$ cat config.mk
export PLATFORM = sky130hd
export DESIGN_NAME = button_event_fsm
export DESIGN_NICKNAME = d
export VERILOG_FILES = /design/src/rtl/button_event_fsm_pkg.sv /design/src/rtl/button_event_fsm_edge_detect.sv /design/src/rtl/button_event_fsm.sv
export SDC_FILE = /design/constraint.sdc
export NUM_CORES = 1
export LEC_CHECK = 0
export CAP_MARGIN = 40
export CORE_AREA = 5 5 90 67
export CTS_CLUSTER_SIZE = 40
export DETAILED_ROUTE_END_ITERATION = 6
export DIE_AREA = 0 0 95 72
export PLACE_DENSITY = 0.77
export SETUP_SLACK_MARGIN = 0.1
export SLEW_MARGIN = 20
export SYNTH_ARGS = -nofsm -noshare
export SYNTH_HDL_FRONTEND = slang
export SYNTH_SLANG_ARGS = --single-unit
$ cat constraint.sdc
create_clock -name clk_i -period 3.02 [get_ports clk_i]
set_input_delay 0.604 -clock clk_i [delete_from_list [all_inputs] [get_ports clk_i]]
set_output_delay 0.604 -clock clk_i [all_outputs]
set_load 0.1 [all_outputs]
$ cat src/rtl/button_event_fsm_pkg.sv
// Shared types and timing constants for the push-button event classifier.
package button_pkg;

    typedef enum logic [2:0] {
        IDLE   = 3'd0,
        PRESS1 = 3'd1,
        LONG   = 3'd2,
        GAP    = 3'd3,
        PRESS2 = 3'd4
    } state_e;

    localparam int unsigned ClkFreq     = 32'd100_000_000;
    localparam int unsigned LongPressMs = 32'd500;
    localparam int unsigned RepeatMs    = 32'd100;
    localparam int unsigned GapMs       = 32'd250;

    // Convert a duration in milliseconds into clk cycles at ClkFreq.
    function automatic int unsigned ms_to_cycles(input int unsigned ms);
        return ms * (ClkFreq / 32'd1000);
    endfunction

    localparam int unsigned DefLongCycles   = ms_to_cycles(LongPressMs);
    localparam int unsigned DefRepeatCycles = ms_to_cycles(RepeatMs);
    localparam int unsigned DefGapCycles    = ms_to_cycles(GapMs);

endpackage

$ cat src/rtl/button_event_fsm_edge_detect.sv
// Registers the debounced level and flags its rising and falling edges.
module edge_detect #(
    parameter logic ResetVal = 1'b1
) (
    input  logic clk_i,
    input  logic rst_ni,
    input  logic d_i,
    output logic rise_o,
    output logic fall_o
);

    logic d_q_r;

    // Previous-sample register; its reset value decides whether a level held through reset looks like an edge.
    always_ff @(posedge clk_i or negedge rst_ni) begin
        if (!rst_ni) begin
            d_q_r <= ResetVal;
        end else begin
            d_q_r <= d_i;
        end
    end

    assign rise_o = d_i & ~d_q_r;
    assign fall_o = ~d_i & d_q_r;

endmodule

$ cat src/rtl/button_event_fsm.sv
// Classifies debounced button presses into short/double/long events plus long-press repeats.
module button_event_fsm
    import button_pkg::*;
#(
    parameter int unsigned LongCycles   = DefLongCycles,
    parameter int unsigned RepeatCycles = DefRepeatCycles,
    parameter int unsigned GapCycles    = DefGapCycles
) (
    input  logic clk_i,
    input  logic rst_ni,
    input  logic db_i,
    output logic short_press_o,
    output logic double_press_o,
    output logic long_press_o,
    output logic repeat_o,
    output logic busy_o
);

    localparam int unsigned MaxLr     = (LongCycles > RepeatCycles) ? LongCycles : RepeatCycles;
    localparam int unsigned MaxCycles = (MaxLr > GapCycles) ? MaxLr : GapCycles;
    localparam int unsigned CntW      = $clog2(MaxCycles + 32'd1);

    localparam logic [CntW-1:0] LongCnt   = CntW'(LongCycles);
    localparam logic [CntW-1:0] RepeatCnt = CntW'(RepeatCycles);
    localparam logic [CntW-1:0] GapCnt    = CntW'(GapCycles);
    localparam logic [CntW-1:0] CntOne    = CntW'(1);
    localparam logic [CntW-1:0] CntZero   = CntW'(0);

    state_e          state_r, state_s;
    logic [CntW-1:0] cnt_r, cnt_s, cnt_inc_s;
    logic            rise_s, fall_s;
    logic            short_r, double_r, long_r, repeat_r, busy_r;
    logic            short_s, double_s, long_s, repeat_s;

    edge_detect #(
        .ResetVal (1'b1)
    ) u_edge (
        .clk_i  (clk_i),
        .rst_ni (rst_ni),
        .d_i    (db_i),
        .rise_o (rise_s),
        .fall_o (fall_s)
    );

    // The counter is reloaded on every state entry, so it never exceeds MaxCycles and cannot wrap.
    assign cnt_inc_s = cnt_r + CntOne;

    // Next-state, counter and event decode; a rise in GAP wins over the gap timeout.
    always_comb begin
        state_s  = state_r;
        cnt_s    = cnt_r;
        short_s  = 1'b0;
        double_s = 1'b0;
        long_s   = 1'b0;
        repeat_s = 1'b0;
        case (state_r)
            IDLE: begin
                if (rise_s) begin
                    state_s = PRESS1;
                    cnt_s   = CntOne;
                end else begin
                    cnt_s = CntZero;
                end
            end
            PRESS1: begin
                if (fall_s) begin
                    state_s = GAP;
                    cnt_s   = CntOne;
                end else if (db_i) begin
                    if (cnt_inc_s == LongCnt) begin
                        long_s  = 1'b1;
                        state_s = LONG;
                        cnt_s   = CntOne;
                    end else begin
                        cnt_s = cnt_inc_s;
                    end
                end else begin
                    cnt_s = cnt_r;
                end
            end
            LONG: begin
                if (fall_s) begin
                    state_s = IDLE;
                    cnt_s   = CntZero;
                end else if (db_i) begin
                    if (cnt_r == RepeatCnt) begin
                        repeat_s = 1'b1;
                        cnt_s    = CntOne;
                    end else begin
                        cnt_s = cnt_inc_s;
                    end
                end else begin
                    cnt_s = cnt_r;
                end
            end
            GAP: begin
                if (rise_s) begin
                    state_s = PRESS2;
                    cnt_s   = CntOne;
                end else if (!db_i) begin
                    if (cnt_inc_s == GapCnt) begin
                        short_s = 1'b1;
                        state_s = IDLE;
                        cnt_s   = CntZero;
                    end else begin
                        cnt_s = cnt_inc_s;
                    end
                end else begin
                    cnt_s = cnt_r;
                end
            end
            PRESS2: begin
                if (fall_s) begin
                    double_s = 1'b1;
                    state_s  = IDLE;
                    cnt_s    = CntZero;
                end else if (db_i) begin
                    if (cnt_inc_s == LongCnt) begin
                        long_s  = 1'b1;
                        state_s = LONG;
                        cnt_s   = CntOne;
                    end else begin
                        cnt_s = cnt_inc_s;
                    end
                end else begin
                    cnt_s = cnt_r;
                end
            end
            default: begin
                state_s = IDLE;
                cnt_s   = CntZero;
            end
        endcase
    end

    // State, counter and registered outputs; busy tracks the state being loaded.
    always_ff @(posedge clk_i or negedge rst_ni) begin
        if (!rst_ni) begin
            state_r  <= IDLE;
            cnt_r    <= CntZero;
            short_r  <= 1'b0;
            double_r <= 1'b0;
            long_r   <= 1'b0;
            repeat_r <= 1'b0;
            busy_r   <= 1'b0;
        end else begin
            state_r  <= state_s;
            cnt_r    <= cnt_s;
            short_r  <= short_s;
            double_r <= double_s;
            long_r   <= long_s;
            repeat_r <= repeat_s;
            busy_r   <= (state_s != IDLE);
        end
    end

    assign short_press_o  = short_r;
    assign double_press_o = double_r;
    assign long_press_o   = long_r;
    assign repeat_o       = repeat_r;
    assign busy_o         = busy_r;

endmodule
==> results.yml <==
setup_path:
  r2r_start: "cnt_r[14]"
  crit_chain: "nand4_1 > or3_4 > or4_4 > and2_4 > nand3b_1 > o31a_1 > o31ai_4 > buf_6 > buf_16 > nor4_1 > a21o_1"
  worstSetupStartpointType: "register"
  crit_path_max_fanout: 7
  slowest_stage: "or4_4"
  crit_type: "reg -> reg"
  critical_path_buf_inv_count: 2
  startpoint: "cnt_r[14]"
  critical-path-top-delay-family: "simple AND/OR/NAND/NOR gates"
  endpoint: "cnt_r[9]"
  ff2ff_path_depth: 11
  cp_data_required_time_ns: 3.21
  cp.depth: 11
  r2r_end: "cnt_r[9]"
  max_stage_delay_ns: 0.53
  arrival_ns: 3.34
  worstSetupEndpointType: "register"
  r2r_slack_ns: -0.13
sta:
  setup_tns_ns: -2.28
  setup_ws_ns: -0.134
  period_share: 1.04
  worst_pin_slew_ns: 0.534
  final_hold_viol_count: 0
  setup_viol: 24
  drv_slew: 0
  slew_headroom: 0.639
  period_needed_ns: 3.15
  fmaxAchievable_mhz: 317
  fin_skew_ns: 0.00591
  rsz0062_at_grt: "yes"
synthesis:
  syn-cell-area_um2: 2740
  yosysWarnings: 0
  synth_ff_type: "dfrtp_1"
  synth_top_area_frac: 0.310
  synth-edff-count: 0
  ys_ff_latch: 35
  ys_async_sr_fraction: 1.00
  synth_cell_type_count: 56
  syn_nets: 351
  syn_inst: 346
  yosysTopAreaCell: "dfrtp_1"
  ys_seq_area_frac: 0.320
  avgSynthCellArea_um2: 7.92
  yosys-top-cells-area: "dfrtp_1 (31%), nand2_1 (5.2%), nor2_1 (3.1%), nor3_1 (3.1%), clkbuf_1 (2.9%)"
run_status:
  status: "complete, but fails checks"
  failed_checks: "setup timing"
place:
  hpwl_um: 6200
  io_buffers: 7
  place.gp.congestion: 0.987
cts:
  cts_hold_buf: 0
  path_clk_slew_ns: 0.08
  insertion_delay_ns: 0.30
  clock_sinks: 35
  h-tree-depth: 2
  cts-root-buf: "clkbuf_8"
  cts_made_buffers: 5
  cts_tree: "built"
  clock_path_buffers: 2
route:
  drt_wl_total_um: 10000
  dr.pass1.iters: 6
  initialDrtViolationCount: 430
  vias: 3263
  drc: 0
  ant_nets: 0
  via_per_inst: 6.65
  wl_per_cell_um: 20.4
pwr:
  switching_share: 0.408
  ir_worst_vdd_uv: 283
  total_power_mw: 1.94
  netSwitchingPower_mw: 0.793
  share_seq_of_total_power: 0.293
  p_comb_frac: 0.530
  power.share.clock: 0.178
  p_int_mw: 1.15
  power.density_nw_per_um2: 488
  leakage_nw: 1.71
final_layout:
  layout-drive-gt1-share: 0.415
  nFillCells: 343
  utilization: 0.787
  synthToLayoutAreaGrowth_pct: 45.4
  n_antenna_cell: 0
  final_net_count: 423
die:
  num_rows: 22
  die_area_um2: 6840
  pin_count: 8
  die_x_um: 95
  start_util: 0.541
  die_height_um: 72
  core_area_um2: 5060
global_route:
  overflow: 0
  antenna_found_initial: 0
  grt_max_degree: 36
  grt_usage: 0.288
  grt_pass1_vias: 3028
  grt_first_pass_wirelength_um: 15400
flow_run:
  maxCapViolations: 0
hold_path:
  min_path_type: "in -> async"
## power groups by stage
| stage | clock (mW) | combinational, mW | sequential [mW] |
|---|---|---|---|
| floorplan | 0 | 0.412 | 0.578 |
| global placement | 0 | 0.630 | 0.566 |
| detailed placement | 0 | 0.640 | 0.568 |
| CTS | 0.349 | 0.876 | 0.564 |
| global route | 0.378 | 1.08 | 0.577 |
| finish | 0.346 | 1.03 | 0.569 |
## registers in the layout, indices dropped and copies added, names as in the netlist
register and count:
busy_o 1, cnt_r 26, double_press_o 1, long_press_o 1, repeat_o 1, short_press_o 1
state_r 3, u_edge.d_q_r 1
## kinds of logic (layout without fill, tap and decap cells)
logic type                 Yosys count  after routing  synth area share
AOI/OAI and AO/OA                   94             94             0.251
adders and majority gates            2              2           0.00913
xor gates and xnor gates            10             10            0.0319
DFF                                 35             35             0.320
and+or+nand+nor                    162            162             0.319
buffers and inverters               42            115            0.0644
muxes                                1              1           0.00411
## synthesized netlist by cell type (4+ instances only)
cell and number:
or2_2 4, a211o_1 5, o21ai_1 10, xnor2_1 6
or4_1 5, and3_1 5, o22ai_1 6, a31oi_1 6
clkbuf_1 21, a21o_1 9, o211ai_1 5, o21ai_0 6
a22oi_1 4, o31ai_1 4, xor2_1 4, dfrtp_1 34
o21a_1 4, inv_1 11, nand3_1 12, nor2_1 23
nor4b_1 5, or3_1 10, nor3_1 17, nor2b_1 5
and2_1 4, buf_2 9, nand4_1 9, a21oi_1 10
o41ai_1 4, nor4_1 11, nand2_1 38
## layout by cell type (no fill, tap or decap), types with 6 or more instances in the layout
cell,synthesis,layout
nor2_1,23,22
buf_6,1,6
a21oi_1,10,6
nor4_1,11,6
a21o_1,9,9
o21ai_1,10,6
inv_1,11,11
nand4_1,9,9
nor3_1,17,14
dfrtp_2,0,6
nand3_1,12,10
o21ai_2,0,6
buf_4,0,82
dfrtp_1,34,28
nand2_1,38,35
## timing repair
| item | 4_1_cts | 5_1_grt |
|---|---|---|
| pin swaps | 23 | 6 |
| endpoints found under the setup margin | 31 | 28 |
| setup buffers | 19 | 5 |
| gates cloned | 2 | 1 |
| endpoints found under the hold margin | 0 | 0 |
| resized for setup | 52 | 23 |
## per-stage QoR
step	instances	worst slack (ns)	hold slack (ns)	area [µm²]
global placement	456	-0.164	0.556	3290
CTS	484	-0.0603	0.420	3780
global route	491	-0.265	0.265	3990
detailed placement	456	-0.312	0.565	3290
floorplan	346	0.0860	0.308	2820
finish	491	-0.134	0.257	3990
## metal layers
metal	GRT usage	up-vias	wire length, µm
li1	-	1440	-
met1	0.416	1546	4140
met2	0.424	218	4260
met3	0.0674	59	1190
met4	0.0976	0	422
met5	0	-	0
## worst reg2reg max path, stage by stage, from the launching register on
cell	delay [ns]
dfrtp_1	0.38
nand4_1	0.17
or3_4	0.43
or4_4	0.53
and2_4	0.19
nand3b_1	0.18
o31a_1	0.36
o31ai_4	0.31
buf_6	0.19
buf_16	0.13
nor4_1	0.04
a21o_1	0.15
## cell type report
type                       count  area, µm²  area share
multi-input combinational    269       2030       0.511
clock buffer                   5       68.8      0.0173
inverter                      11       41.3      0.0104
sequential                    35        885       0.222
timing repair buffer          96        846       0.212
tap                           72       90.1      0.0226
clock inverter                 3       20.0     0.00502
## how the worst min path moves through the flow
stage	slack, ns	startpoint	cells past startpoint	endpoint
final	0.26	rst_ni	1	cnt_r[12]
after global placement	0.56	cnt_r[20]	1	cnt_r[20]
after detailed placement	0.56	cnt_r[22]	1	cnt_r[22]
after global routing	0.27	rst_ni	1	cnt_r[12]
after CTS	0.42	rst_ni	1	cnt_r[12]
after floorplan	0.31	rst_ni	0	busy_o
No activity file was read; power rests on OpenSTA's default activity.
